<file path="src/rtl/chip_bus_arbiter.sv">
// chip_bus_arbiter: three-requester round-robin bus arbiter with bus turnaround.
// The optional forced-release feature is built only when macro ARB_TIMEOUT_EN is defined.
//
// Parameters:
//   TURN_CYC : idle turnaround cycles between grants (1..15)
//   TIMEOUT  : maximum grant length in cycles when ARB_TIMEOUT_EN is defined (2..1023)
//
// Ports:
//   CLK   : clock; all state changes on the rising edge
//   _RST  : asynchronous active-low reset
//   REQ   : level requests; bit n high while requester n wants or holds the bus
//   GNT   : registered one-hot grant; zero when there is no owner
//   OWNER : index of the current or last owner
//   BUSY  : high while in GRANT or TURN
//   _BEN  : active-low bus enable, low exactly when a GNT bit is high
//   TOUT  : one-cycle pulse when an owner is forcibly released
module chip_bus_arbiter #(
   parameter int unsigned TURN_CYC = 1,
   parameter int unsigned TIMEOUT  = 64
) (
   input  logic       CLK,
   input  logic       _RST,
   input  logic [2:0] REQ,
   output logic [2:0] GNT,
   output logic [1:0] OWNER,
   output logic       BUSY,
   output logic       _BEN,
   output logic       TOUT
);

   localparam int unsigned REQ_W  = 3;
   localparam int unsigned IDX_W  = 2;
   localparam int unsigned TURN_W = 4;
   localparam int unsigned CNT_W  = 10;

   typedef enum logic [1:0] {IDLE, GRANT, TURN} state_t;

   // Elaboration-time guard on parameter ranges
   if (TURN_CYC < 1 || TURN_CYC > 15) begin : g_bad_turn_cyc
      $error("chip_bus_arbiter: TURN_CYC out of range 1..15");
   end
   if (TIMEOUT < 2 || TIMEOUT > 1023) begin : g_bad_timeout
      $error("chip_bus_arbiter: TIMEOUT out of range 2..1023");
   end

   state_t              state, state_d;
   logic [REQ_W-1:0]    gnt_d;
   logic [IDX_W-1:0]    owner_d, last, last_d, win;
   logic [TURN_W-1:0]   turn_cnt, turn_d;
   logic                busy_d, win_vld, grant_now, release_now, evict;
   logic [REQ_W-1:0]    elig;

`ifdef ARB_TIMEOUT_EN
   logic [CNT_W-1:0]    cnt;
   logic [REQ_W-1:0]    mask;

   assign elig  = REQ & ~mask;
   // Evict only when someone else could actually take the bus
   assign evict = (state == GRANT) && REQ[OWNER] &&
                  (cnt == CNT_W'(TIMEOUT - 1)) && (|(elig & ~GNT));

   // Grant-length counter, eviction mask and timeout pulse
   always_ff @(posedge CLK or negedge _RST) begin
      if (!_RST) begin
         cnt  <= '0;
         mask <= '0;
         TOUT <= 1'b0;
      end else begin
         TOUT <= evict;
         // A masked requester is released once it drops its request
         mask <= (mask & REQ) | (evict ? GNT : '0);
         if (grant_now)
            cnt <= '0;
         else if (state == GRANT && cnt != CNT_W'(TIMEOUT - 1))
            cnt <= cnt + 1'b1;
      end
   end
`else
   assign elig  = REQ;
   assign evict = 1'b0;
   assign TOUT  = 1'b0;
`endif

   // Round-robin pick: search starts at last+1 mod 3
   always_comb begin
      win_vld = |elig;
      win     = '0;
      case (last)
         2'd0:    win = elig[1] ? 2'd1 : (elig[2] ? 2'd2 : 2'd0);
         2'd1:    win = elig[2] ? 2'd2 : (elig[0] ? 2'd0 : 2'd1);
         default: win = elig[0] ? 2'd0 : (elig[1] ? 2'd1 : 2'd2);
      endcase
   end

   // Next-state and next-output logic
   always_comb begin
      state_d     = state;
      gnt_d       = GNT;
      owner_d     = OWNER;
      last_d      = last;
      busy_d      = BUSY;
      turn_d      = turn_cnt;
      grant_now   = 1'b0;
      release_now = 1'b0;

      case (state)
         IDLE: begin
            busy_d = 1'b0;
            if (win_vld)
               grant_now = 1'b1;
         end
         GRANT: begin
            if (!REQ[OWNER] || evict)
               release_now = 1'b1;
         end
         TURN: begin
            if (turn_cnt == TURN_W'(TURN_CYC - 1)) begin
               if (win_vld) begin
                  grant_now = 1'b1;
               end else begin
                  state_d = IDLE;
                  busy_d  = 1'b0;
               end
            end else begin
               turn_d = turn_cnt + 1'b1;
            end
         end
         default: begin
            state_d = IDLE;
            gnt_d   = '0;
            busy_d  = 1'b0;
         end
      endcase

      if (grant_now) begin
         state_d = GRANT;
         gnt_d   = REQ_W'(1) << win;
         owner_d = win;
         last_d  = win;
         busy_d  = 1'b1;
      end

      if (release_now) begin
         state_d = TURN;
         gnt_d   = '0;
         busy_d  = 1'b1;
         turn_d  = '0;
      end
   end

   // State and registered outputs
   always_ff @(posedge CLK or negedge _RST) begin
      if (!_RST) begin
         state    <= IDLE;
         GNT      <= '0;
         OWNER    <= '0;
         BUSY     <= 1'b0;
         _BEN     <= 1'b1;
         last     <= 2'd2;
         turn_cnt <= '0;
      end else begin
         state    <= state_d;
         GNT      <= gnt_d;
         OWNER    <= owner_d;
         BUSY     <= busy_d;
         _BEN     <= ~|gnt_d;
         last     <= last_d;
         turn_cnt <= turn_d;
      end
   end

endmodule

</file>
<file path="config.mk">
export PLATFORM = sky130hd
export DESIGN_NAME = chip_bus_arbiter
export DESIGN_NICKNAME = d
export VERILOG_FILES = /design/src/rtl/chip_bus_arbiter.sv
export SDC_FILE = /design/constraint.sdc
export NUM_CORES = 1
export LEC_CHECK = 0
export ABC_AREA = 0
export CAP_MARGIN = 20
export CORE_ASPECT_RATIO = 1.1
export CORE_MARGIN = 5
export CORE_UTILIZATION = 45
export CTS_CLUSTER_DIAMETER = 60
export DETAILED_ROUTE_END_ITERATION = 6
export PLACE_DENSITY = 0.66
export SYNTH_ARGS = -nofsm -noshare
export SYNTH_HDL_FRONTEND = slang
export SYNTH_SLANG_ARGS = --single-unit
</file>
<file path="constraint.sdc">
create_clock -name CLK -period 2.5 [get_ports CLK]
set_input_delay 0.375 -clock CLK [delete_from_list [all_inputs] [get_ports CLK]]
set_output_delay 0.375 -clock CLK [all_outputs]
set_load 0.01 [all_outputs]
</file>
; After elaboration in Yosys (flattened, before gate mapping)
; Index checks and enable logic that the tools add are counted.
[word_totals]
register_bits = 15
in_bits = 5
output_inout_bits = 8
elab_cells = 60
[op_classes]
n_addsub = 1
magnitude_cmp = 1
eq_ne = 8
n_shift = 1
muxes = 30
n_reduce_logical = 12
[ops]
columns = op, count
row1 = 2-bit 2-to-1 mux, 9
row2 = 4-bit 2-to-1 mux, 3
row3 = 1-bit 2-to-1 mux, 10
row4 = 3-bit 2-to-1 mux, 3
row5 = 3-bit OR reduction, 3
row6 = "4-bit inequality test, second input constant", 2
row7 = 2-bit one-hot mux with 2 select lines, 2
row8 = 3-bit AND reduction, 2
row9 = "4-bit by 1-bit adder with 4-bit output, second input constant", 1
row10 = "2-bit by 1-bit == test with 1-bit output, second input constant", 2
row11 = 2-bit logical NOT, 2
row12 = 4-bit logical NOT, 1
row13 = 1-bit one-hot mux with 2 select lines, 2
row14 = "2-bit by 3-bit < comparator with 1-bit output, second input constant", 1
row15 = "3-bit by 1-bit inequality test with 1-bit output, second input constant", 1
row16 = "3-bit inequality test, second input constant", 1
row17 = "1-bit by 2-bit << shifter with 3-bit output, first input constant", 1
row18 = 1-bit binary-select mux with 2-bit select, 1
row19 = "2-bit == test, second input constant", 1
row20 = "2-bit inequality test, second input constant", 1
row21 = 2-bit AND reduction, 1
row22 = 2-bit nonzero test, 1
row23 = 2-bit OR reduction, 1
row24 = 1-bit logical NOT, 1

; Longest topological paths before layout
; Gate-level depths: netlist (run 1).
[depth]
depth_word = 8
ltp_mapped = 6
ltp_nobuf = 6

; Worst setup path before layout (run 1)
; OpenSTA, ideal clock, no wires.
[synth_path]
kind = register -> register
from = register turn_cnt[0]
to = register GNT[0]
arrival_time_ps = 1689
required_time_ps = 2378
slack_ps = 689
path_stages_with_launch = 7
n_path_buf = 0
synth_period_minus_slack_ps = 1811
cell_sequence = dfrtp_1 -> inv_1 -> ha_1 -> or3b_4 -> a211oi_4 -> o2bb2ai_1 -> a32o_1
[synth_between]
elab_chain_cells = 5
[synth_lines]
columns = item, line_no
row1 = start: declaration, 49  ; logic [TURN_W-1:0] turn_cnt, turn_d;
row2 = start signal: assignment, 168  ; turn_cnt <= turn_d;
row3 = 4-bit logical NOT, 117  ; if (turn_cnt == TURN_W'(TURN_CYC - 1)) begin
row4 = 1-bit 2-to-1 mux, 117
row5 = 1-bit one-hot mux with 2 select lines, 106  ; case (state)
row6 = 3-bit 2-to-1 mux, 135  ; if (grant_now) begin
row7 = 3-bit 2-to-1 mux, 143  ; if (release_now) begin
row8 = named net gnt_d[0], 47  ; logic [REQ_W-1:0] gnt_d;
row9 = end signal: assignment, 163  ; GNT <= gnt_d;
row10 = end: declaration, 24  ; output logic [2:0] GNT,
; The timed path passes the listed nets, and every way through them passes these cells.
; A chain may end at the register's enable or synchronous reset.

; Worst setup path in the final report (run 1)
; Ends and elaborated chain as after synthesis.

==> out/results.tsv, run 1 <==
metric	value	unit
CTS clk-pin slew, worst paths	0.09	ns
clk_skew	0.005286	ns
worst vdd ir	0.4847	mV
DR WL met2	629	um
highest-delay cell along the critical path	dfrtp_1	
CP cell instances	inv_1 -> ha_1 -> or3b_4 -> a211oi_4 -> o2bb2ai_1 -> a32o_1	
vias in the first global route	601	
P_leak	0.3780	nW
total I/O pin count	13	
fin worst setup slack	0.5247	ns
CTS tree	built	
final period utilization	0.7901	
WP data arrival	2.16	ns
Final Wtd Congestion	0.7960	
largest net degree at the start of global routing	15	
final setup fails	0	
TritonCTS Buffers	3	
Top FF cell, synth	dfrtp_1	
utilization after layout	0.5678	
final std cells w/o fill	106	
reg2reg start	turn_cnt[0]	
core area	0.001595	mm2
share of layout cells above drive strength 1	0.1011	
CP max stage delay	0.43	ns
uppermost layer routed	met4	
power per cell area	1027	mW/mm2
Worst-Margin Slew	0.6152	ns
Slew HR	0.5886	
reg2reg path depth	6	
CP endpoint kind	flop	
H-tree levels	1	
status	completed	
commonest non-fill, non-tap cell in the layout	dfrtp_1	
Starting DRT DRC Count	12	
ant diodes	0	
synth top area cells	dfrtp_1, dfstp_2, o21ai_0	
Worst Hold Class	in2async	
Post-CTS Setup Repair Bufs	0	
Max FO, Critical Path	8	
met3 wire length	72	um
Mapped Cells	77	
reg2reg end	GNT[0]	
kind of critical path	reg2reg	
max-cap violations	0	
Ys Warns	0	
clock period minus final worst setup slack	1.975	ns
first-pass GRT wire length	2677	um
Post-Place Setup Slack	0.5339	ns
Async S/R FF share, synth	1.000	
post-CTS sizing	0	
Post-DP HPWL	1100	um
Layout area overhead	17.92	%
Hold Slack	0.4616	ns
DR vias	583	
most frequent cells in the layout	dfrtp_1, clkdlybuf4s50_1, nand2_1, o21ai_0, nor2_1	
Row Count	15	
# hold bufs at CTS	0	
wire length per cell	14.24	um
Hold Violations, Final	0	
# clock sinks	14	
Via density	5.500	
count of input and output buffers	11	
Setup TNS	0	ns
drt first pass iters	4	
WL met1	762	um
Die Wd	49.40	um
initial antenna violation count	0	
die height	53.34	um
Mean Syn Cell Area	9.977	um2
Post-Route WL	1509	um
gr usage total	0.1329	
slack of the worst reg-to-reg path	0.52	ns
sequential fraction of the synthesis area	0.4593	
FF+latch count, synth	14	
Cell Area, Synth	768.2	um2
Die ar.	0.002634	mm2
unrepaired setup endpoints after global routing	no	
Worst EP required	2.68	ns
fin. max-slew vios	0	
fin nets	97	
type of origin of the critical path	flop	
CTS root buf	clkbuf_4	
dpl cells	102	
initial core utilization	0.4816	
number of nets still failing antenna checks after routing	0	
Post-Syn Nets	84	
Netlist cell types	33	
Yosys top cell by area	dfrtp_1	
latest clock arrival within the worst-skew pair	0.29	ns
number of enable flip-flop cells after synthesis	0	
clk buf depth	2	
Max Freq	506.3	MHz
Yosys top cell area share	0.3909	
Overflow after GRT	0	
DRC	0	
==> through the flow <==
step / total power, mW / cell area (um2)
after floorplan: 0.6468 / 768.2
after global placement: 0.7976 / 879.6
after detailed placement: 0.7966 / 879.6
after CTS: 0.9364 / 905.9
after global routing: 1.007 / 905.9
final: 0.9301 / 905.9
==> flip-flops by register name, summed over array words and instances, names as in the netlist <==
| register | cells |
|---|---|
| GNT | 3 |
| turn_cnt | 4 |
| BUSY | 1 |
| last | 1 |
| OWNER | 2 |
| state | 2 |
| _BEN | 1 |
==> critical path: cells and delay by family, from the launching register on <==
family,cells,cell delay [ns]
compound gates,3,0.79
fa+ha+maj,1,0.13
buf+inv,1,0.09
flops,1,0.43
simple gates,1,0.42
==> report_power, final <==
group	internal [mW]	total, mW	leakage [nW]	switching (mW)
clock	0.0621	0.138	0.0150	0.0762
sequential	0.307	0.398	0.176	0.0911
combinational	0.198	0.394	0.187	0.196
total	0.567	0.930	0.378	0.363
==> cell type report <==
cell class                 instances  area, um2
clock buffer                       4      26.28
fill                             144      689.4
tap                               17      21.27
sequential                        14      352.8
timing repair buffer              11      110.1
multi-input combinational         56      380.4
inverter                           4      15.01
==> worst max path at each step <==
stage | start | endpoint | cells after the start
floorplan | turn_cnt[0] | GNT[0] | 6
global placement | turn_cnt[0] | GNT[0] | 6
detailed placement | turn_cnt[0] | GNT[0] | 6
CTS | turn_cnt[0] | GNT[0] | 6
global route | turn_cnt[1] | GNT[0] | 6
finish | turn_cnt[0] | GNT[0] | 6
==> routing by layer <==
metal	GRT usage	vias to the layer above
li1	-	297
met1	0.1727	267
met2	0.1974	14
met3	0.02535	5
met4	0.09170	0
met5	0	-
==> logic make-up (layout without fill, tap and decap cells) <==
family                   count (synthesis)  in the layout  synth area share
adder cells (fa/ha/maj)                  2              2           0.03257
multiplexers                             2              2           0.02606
AO/OA/AOI/OAI                           24             24            0.2411
flip-flops                              14             14            0.4593
XOR/XNOR                                 1              1           0.01140
buffers and inverters                    7             19           0.04558
other                                    1              1          0.004881
AND/OR/NAND/NOR                         26             26            0.1792
==> cells in the mapped netlist (2+ instances only) <==
library cell,number
a21oi_1,3
a221oi_1,2
o22ai_1,2
buf_4,2
o2bb2ai_1,3
nand3_1,3
dfrtp_1,12
inv_1,4
dfstp_2,2
mux2i_1,2
or3_1,2
nand2b_1,2
nand2_1,6
ha_1,2
nor2_1,5
o21ai_0,6
nor2b_1,3
No activity file was read; power rests on OpenSTA's default activity.
==> run 2: changes to the inputs <==
- clock period: 2.5 -> 1.9 ns (I/O delays scaled with it)
==> out/results.tsv, run 2 (synthesis results as in run 1) <==
metric	value	unit
status	completed	
Setup TNS	0	ns
gr usage total	0.1293	
P_leak	0.4192	nW
Seq pwr share	0.385	
clock period minus final worst setup slack	1.844	ns
number of nets still failing antenna checks after routing	0	
Worst-Margin Slew	0.6016	ns
clock network power share	0.159	
Reg with most FFs	turn_cnt	
DRC	0	
commonest non-fill, non-tap cell in the layout	dfrtp_1	
reg2reg end	GNT[2]	
Row Count	15	
WP data arrival	2.07	ns
grt met2 use	0.2060	
most frequent cells in the layout	dfrtp_1, clkdlybuf4s50_1, nand2_1, o21ai_0	
TritonCTS Buffers	3	
Max FO, Critical Path	5	
core area	0.001595	mm2
CTS clk-pin slew, worst paths	0.09	ns
initial core utilization	0.4816	
utilization after layout	0.6180	
clk_skew	0.007089	ns
Logic pwr share	0.456	
largest net degree at the start of global routing	15	
latest clock arrival within the worst-skew pair	0.28	ns
share of layout cells above drive strength 1	0.2000	
count of input and output buffers	11	
FILL cells	138	
Starting DRT DRC Count	3	
Hold Violations, Final	0	
max reg flops	4	
fin nets	103	
Sw Share	0.3780	
slack of the worst reg-to-reg path	0.06	ns
# clock sinks	14	
first-pass GRT wire length	2684	um
Pint	850.8	uW
Die Wd	49.40	um
Post-DP HPWL	1144	um
Layout area overhead	28.34	%
type of origin of the critical path	flop	
clk buf depth	2	
kind of critical path	reg2reg	
die height	53.34	um
Overflow after GRT	0	
Final Wtd Congestion	0.8551	
top flop regs	turn_cnt (4), GNT (3)	
CTS root buf	clkbuf_4	
fin. max-slew vios	0	
Slew HR	0.5977	
CP endpoint kind	flop	
worst vdd ir	1.100	mV
unrepaired setup endpoints after global routing	yes	
reg2reg start	turn_cnt[1]	
CTS tree	built	
Via density	5.500	
ant diodes	0	
final period utilization	0.9705	
M3 GR Usage	0.02535	
initial antenna violation count	0	
GR Util met1	0.1765	
Die ar.	0.002634	mm2
DR vias	616	
drt first pass iters	2	
final setup fails	0	
power per cell area	1387	mW/mm2
Worst EP required	2.13	ns
reg2reg path depth	7	
max-cap violations	0	
Worst Hold Class	in2async	
Max Freq	542.3	MHz
vias in the first global route	612	
switching power	517.0	uW
total I/O pin count	13	
Post-Route WL	1520	um
gr busiest metal	met2	
H-tree levels	1	
wire length per cell	13.57	um
run 2: metal layers:
metal	wire, um	up-vias
met3	82	4
li1	-	315
met4	28	0
met5	0	-
met2	671	12
met1	737	285
run 2: cell type report:
cell class	instances	area, um2	share of cell area
Inverter	4	15.01	0.01523
Sequential cell	14	352.8	0.3579
Clock buffer	4	36.28	0.03680
Multi-Input combinational cell	56	401.6	0.4074
Tap cell	17	21.27	0.02157
Timing Repair Buffer	17	158.9	0.1612
run 2: timing repair:
action | in CTS | in global routing
resized for setup | 0 | 5
buffers inserted | 0 | 3
setup endpoints to repair | 1 | 3
hold buffers | 0 | 0
pin swaps | 1 | 1
cloned | 0 | 0
run 2: power groups by stage:
stage / logic (mW) / registers, mW / clock network [mW]
final: 0.624 / 0.526 / 0.217
after global routing: 0.688 / 0.548 / 0.233
after CTS: 0.550 / 0.521 / 0.216
after detailed placement: 0.546 / 0.525 / 0
after global placement: 0.549 / 0.528 / 0
after floorplan: 0.337 / 0.514 / 0
run 2: worst max-delay path, stage by stage, from the launching register on:
cell and delay [ns]:
dfrtp_1 0.42, inv_2 0.07, ha_1 0.12, or3b_4 0.41, a211oi_4 0.32, buf_6 0.16
o211ai_4 0.08, a21bo_1 0.19
run 2: worst max path at each step:
stage / from / endpoint / slack [ns] / cells past startpoint
after floorplan: turn_cnt[0] / GNT[0] / 0.09 / 6
after global placement: turn_cnt[1] / GNT[0] / 0.06 / 6
after detailed placement: turn_cnt[1] / GNT[0] / 0.002 / 6
after CTS: turn_cnt[1] / GNT[0] / 0.002 / 6
after global routing: turn_cnt[1] / GNT[2] / -0.03 / 7
final: turn_cnt[1] / GNT[2] / 0.06 / 7
run 2: per-stage QoR:
step                      total power, mW  worst slack (ns)  cells  hold WS (ns)  cell area [um2]
after detailed placement            1.072          0.002400    105        0.4965            902.1
after global routing                1.469          -0.02741    112        0.4506            985.9
after floorplan                    0.8511           0.08915     77      -0.01059            768.2
after CTS                           1.288          0.002432    109        0.4051            938.4
final                               1.368           0.05613    112        0.3693            985.9
after global placement              1.077           0.05962    105        0.4918            902.1
==> patch 1 (config.mk and constraints of run 1) <==
Add a define of `ARB_TIMEOUT_EN`.
--- a/src/rtl/chip_bus_arbiter.sv
+++ b/src/rtl/chip_bus_arbiter.sv
@@ -14,6 +14,8 @@
 //   BUSY  : high while in GRANT or TURN
 //   _BEN  : active-low bus enable, low exactly when a GNT bit is high
 //   TOUT  : one-cycle pulse when an owner is forcibly released
+`define ARB_TIMEOUT_EN
+
 module chip_bus_arbiter #(
    parameter int unsigned TURN_CYC = 1,
    parameter int unsigned TIMEOUT  = 64
Check against the original RTL: same outputs for any inputs over 10 cycles, from zero or initial values and one cycle with _RST low; that may be too few to reach the edited logic, so the function may still have changed.
==> patch 1 against run 1 <==
  * Total power is 72% higher
  * Sequential cell count is 14 higher
  * Maximum frequency is 1.9% higher
  * Worst setup slack better by 0.036 ns
  * Cell area is 83% higher
  * Die area is 71% higher
  * Sequential share of layout area is 3.4 points higher
  * Routed wire length is 85% higher
  * Synthesized area is 90% higher
  * Clock skew is 0.0065 ns higher
  * Highest routed layer unchanged
==> patch 1: results (changes against run 1) <==
Routing
  – Total number of vias: 1049 (+80%)
  – Drt total wl: 2.79 mm (+85%)
  – DRT iter0 DRCs: 50 (+38)
  – Post-route ant nets: 0 (unchanged)

Critical path
  – Critical Path Fanout Max: 8 (unchanged)
  – Arrival @ worst endpoint: 2.21 ns (+0.05 ns)
  – Max stage delay on crit path: 0.46 ns (+0.03 ns)
  – Crit-path leading delay family: simple AND/OR/NAND/NOR gates

Synth
  – Post-synth cell types: 42 (+27%)
  – Synth area leaders: dfrtp_1 44%, o21ai_0 3.8%, dfstp_2 3.6%
  – Register area share after synthesis: 48.1% (+2.1 points)
  – Post-Syn Nets: 148 (+76%)
  – Most frequent cells after synthesis: 26 x dfrtp_1, 13 x nand2_1, 11 x nor2_1, 11 x o21ai_0, 9 x nand3_1
  – Async set or reset register ratio after synthesis: 100% (unchanged)

Clocking
  – Clk slew on worst S/H paths: 0.16 ns (+0.07 ns)
  – H-tree depth: 1 (unchanged)
  – Clk root buf: clkbuf_4
  – Post-CTS setup repair buffer count: 0 (unchanged)
  – Clk_lat worst skew: 0.33 ns (+0.04 ns)

Finish
  – Fillers: 300 (+110%)
  – Largest registers: cnt (10), turn_cnt (4)
  – Final Net Count: 162 (+67%)
  – Share of cells above drive strength 1: 11.1% (+1.0 points)

Timing
  – Worst slew pin tran: 0.367 ns (-0.248 ns)
  – Fin Clk Skew: 0.0118 ns (+0.00651 ns)

Placed design
  – Port Buf Inserts: 12 (+1)
  – GP Congestion: 0.806 (+1.3%)
  – Area after DPL: 1610 µm² (+83%)
  – Final HPWL from detailed placement: 2.11 mm (+91%)

Global routing
  – Largest net degree at the start of global routing: 29 (+14)
  – First-pass GRT wire length: 4.85 mm (+81%)
  – GRT Overall Usage: 13.5% (+0.22 points)
  – Vias in the first global route: 1057 (+76%)

Outcome
  – Outcome: complete, no violations

Power and ir drop
  – Leak pwr: 0.753 nW (+99%)
  – VDD IR max: 0.549 mV (+13%)
  – Psw: 594 µW (+64%)
patch 1: cell count changes after synthesis, sizes merged, moves of 4 or more:
cell / before / now
nand3: 3 / 9
nand2: 6 / 13
nor2: 5 / 11
dfrtp: 12 / 26
a21o: 0 / 4
o21ai: 6 / 11
a21oi: 3 / 7
and3: 0 / 4
patch 1: cells by family after synthesis:
family / count (synthesis) / share of synthesized area, %
simple gates: 61 / 25.2
xor+xnor: 5 / 2.99
flops: 28 / 48.1
mux: 1 / 0.684
compound gates: 35 / 17.9
fa+ha+maj: 3 / 2.57
buf+inv: 7 / 2.57
patch 1: final timing paths:
check / startpoint / to / slack [ns] / cells after the start
worst max-delay path: cnt[0]$_DFFE_PN0P_ / cnt[9]$_DFFE_PN0P_ / 0.56 / 6
worst min-delay path: _RST / cnt[3]$_DFFE_PN0P_ / 0.38 / 2
worst max register to register: cnt[0]$_DFFE_PN0P_ / cnt[9]$_DFFE_PN0P_ / 0.56 / 6
worst min register to register: cnt[4]$_DFFE_PN0P_ / cnt[4]$_DFFE_PN0P_ / 0.52 / 1
max in group asynchronous: _RST / last[1]$_DFFE_PN1N_ / 1.80 / 2
min in group CLK: cnt[4]$_DFFE_PN0P_ / cnt[4]$_DFFE_PN0P_ / 0.52 / 1
patch 1: per-stage QoR:
step | std cells | power (mW) | util (%) | hold slack, ns | setup slack, ns
finish | 187 | 1.60 | 53.5 | 0.381 | 0.561
global route | 187 | 1.72 | 53.5 | 0.400 | 0.422
CTS | 187 | 1.62 | 53.5 | 0.388 | 0.547
detailed placement | 183 | 1.32 | 51.8 | 0.497 | 0.339
global placement | 183 | 1.31 | 51.8 | 0.488 | 0.365
floorplan | 140 | 1.11 | - | 0.0794 | 0.755
patch 1: worst register-to-register path: stages (launching register included):
cell and delay (ns):
dfrtp_1 0.46, ha_1 0.23, and2_1 0.25, a31oi_4 0.26, nand4_4 0.17, or3_1 0.37
a21oi_1 0.14
patch 1: power by group through the flow:
stage	registers [mW]	clock network (mW)	logic, mW
5_1_grt	0.709	0.327	0.681
3_5_place_dp	0.696	0	0.622
4_1_cts	0.690	0.305	0.623
3_3_place_gp	0.694	0	0.619
6_report	0.688	0.299	0.615
2_1_floorplan	0.688	0	0.419
patch 1: routing by layer:
metal / track usage, % / share of wire, % / up-vias
li1: - / - / 529
met1: 17.8 / 50 / 508
met2: 21.8 / 48 / 8
met3: 2.11 / 1.5 / 4
met4: 5.63 / 1.3 / 0
met5: 0 / 0 / -
patch 1: cell type report:
class | count | area, µm² | share of cell area (%)
Inverter | 3 | 11.3 | 0.679
Clock inverter | 1 | 30.0 | 1.81
Sequential cell | 28 | 703 | 42.4
Tap cell | 34 | 42.5 | 2.56
Timing Repair Buffer | 13 | 128 | 7.69
Clock buffer | 3 | 22.5 | 1.36
Multi-Input combinational cell | 105 | 722 | 43.5
==> patch 2 (settings of run 1) <==
Made on the original files. The 3 states of `state_t` get a one-hot encoding in 3 bits.
--- a/src/rtl/chip_bus_arbiter.sv
+++ b/src/rtl/chip_bus_arbiter.sv
@@ -33,7 +33,7 @@
    localparam int unsigned TURN_W = 4;
    localparam int unsigned CNT_W  = 10;
 
-   typedef enum logic [1:0] {IDLE, GRANT, TURN} state_t;
+   typedef enum logic [2:0] {IDLE = 3'b001, GRANT = 3'b010, TURN = 3'b100} state_t;
 
    // Elaboration-time guard on parameter ranges
    if (TURN_CYC < 1 || TURN_CYC > 15) begin : g_bad_turn_cyc
Formal check against the unedited RTL: same outputs for any inputs over 10 cycles, from zero or initial values and one cycle with _RST low; not proved beyond that.
==> patch 2 against run 1 <==
  * First-iteration DRC count shrank 50%
  * Combinational power grew 63%
  * Synthesized cell count up 14%
  * Critical path depth down 5
  * Hold slack improved by 0.046 ns
  * Synthesized area up 15%
  * Sequential power rose by 29%
  * Register-to-register slack improved by 0.30 ns
  * Cell area increased by 14%
  * Worst setup slack better by 0.25 ns
  * Count of clock-buffer cells in the layout stayed put
  * Sequential cell count is 1 higher
  * Routed wire length up 18%
  * Total power is 39% higher
  * Critical path type is now register to primary output
  * Critical endpoint is now OWNER[0]
  * Largest cell class unchanged
  * Largest power group is now combinational logic
  * Highest routed layer unchanged
==> patch 2: results (changes against run 1) <==
Synth
  – Post-Syn Nets: 95 (+13%)
  – Syn Area/Cell: 10.1 µm² (+0.75%)
  – Most frequent cells after synthesis: 12 x dfrtp_1, 8 x nand2_1, 8 x nor2_1, 8 x o21ai_0, 6 x a21oi_1
  – Post-synth cell types: 37 (+12%)
  – Register area share after synthesis: 42.9% (-3.1 points)

Critical path
  – Reg-to-reg endpoint: BUSY$_DFFE_PN0P_
  – Critical path origin: OWNER[0]$_DFFE_PN0P_
  – Arrival @ worst endpoint: 1.35 ns (-0.81 ns)
  – Crit-path leading delay family: buffers and inverters
  – Critical Path Fanout Max: 9 (+1)
  – Max stage delay on crit path: 0.59 ns (+0.16 ns)
  – Slowest cell on crit path: clkdlybuf4s50_1
  – Worst setup endpoint: OWNER[0]

Global routing
  – Largest net degree at the start of global routing: 16 (+1)
  – GRT Overall Usage: 13.3% (+0.034 points)
  – Grt met3 use: 3.70% (+1.2 points)
  – Met1 Use GR: 18.3% (+1.1 points)
  – Vias in the first global route: 657 (+9.3%)
  – First-pass GRT wire length: 2.97 mm (+11%)
  – GR Util met2: 19.4% (-0.35 points)

Timing
  – Min Hold Slack: 0.507 ns (+0.0456 ns)
  – Fin Clk Skew: 0.00206 ns (-0.00323 ns)
  – Slew headroom: 54.6% (-4.3 points)
  – Max Freq: 580 MHz (+15%)

Clocking
  – Post-CTS setup repair buffer count: 0 (unchanged)
  – H-tree depth: 1 (unchanged)
  – Clk_lat worst skew: 0.27 ns (-0.02 ns)

Finish
  – Share of cells above drive strength 1: 17.0% (+6.9 points)
  – Final Net Count: 108 (+11%)
  – Largest registers: turn_cnt (4), GNT (3), state (3)
  – Fillers: 173 (+20%)

Power and ir drop
  – VDD IR max: 0.665 mV (+37%)
  – Psw: 532 µW (+46%)
  – Leak pwr: 0.422 nW (+12%)

Placed design
  – Pre-CTS WS: 0.567 ns (+0.0334 ns)
  – Final HPWL from detailed placement: 1.35 mm (+22%)
  – Dpl cells: 123 (+21%)
  – GP Congestion: 0.831 (+4.4%)
  – Area after DPL: 1010 µm² (+15%)

Routing
  – Total number of vias: 671 (+15%)
  – Drt total wl: 1.79 mm (+18%)
  – Vias per cell: 5.28 (-3.9%)
  – TritonRoute pass-1 iters: 2 (-2)
  – Metal-1 WL: 888 µm (+17%)
  – Met3 routed WL: 74 µm (+2.8%)
  – DRT iter0 DRCs: 6 (-6)
  – Met2 WL: 810 µm (+29%)

Outcome
  – Outcome: complete, no violations
## patch 2: layout make-up
class	count	area [µm²]	share of cell area (%)
Clock buffer	4	26.3	2.54
Inverter	2	7.51	0.725
Multi-Input combinational cell	68	479	46.3
Sequential cell	15	379	36.6
Tap cell	27	33.8	3.26
Timing Repair Buffer	11	110	10.6
## patch 2: logic make-up after synthesis
| family | count (synthesis) | synth area share, % |
|---|---|---|
| other cells | 1 | 0.424 |
| buf+inv | 5 | 2.97 |
| mux | 1 | 1.13 |
| xor+xnor | 4 | 3.96 |
| flops | 15 | 42.9 |
| fa+ha+maj | 2 | 2.83 |
| compound gates | 21 | 18.8 |
| simple gates | 39 | 27.0 |
## patch 2: power groups by stage
stage	sequential, mW	clock (mW)	combinational (mW)
6_report	0.512	0.136	0.643
5_1_grt	0.532	0.152	0.706
4_1_cts	0.511	0.137	0.647
3_5_place_dp	0.514	0	0.645
3_3_place_gp	0.508	0	0.628
2_1_floorplan	0.485	0	0.468
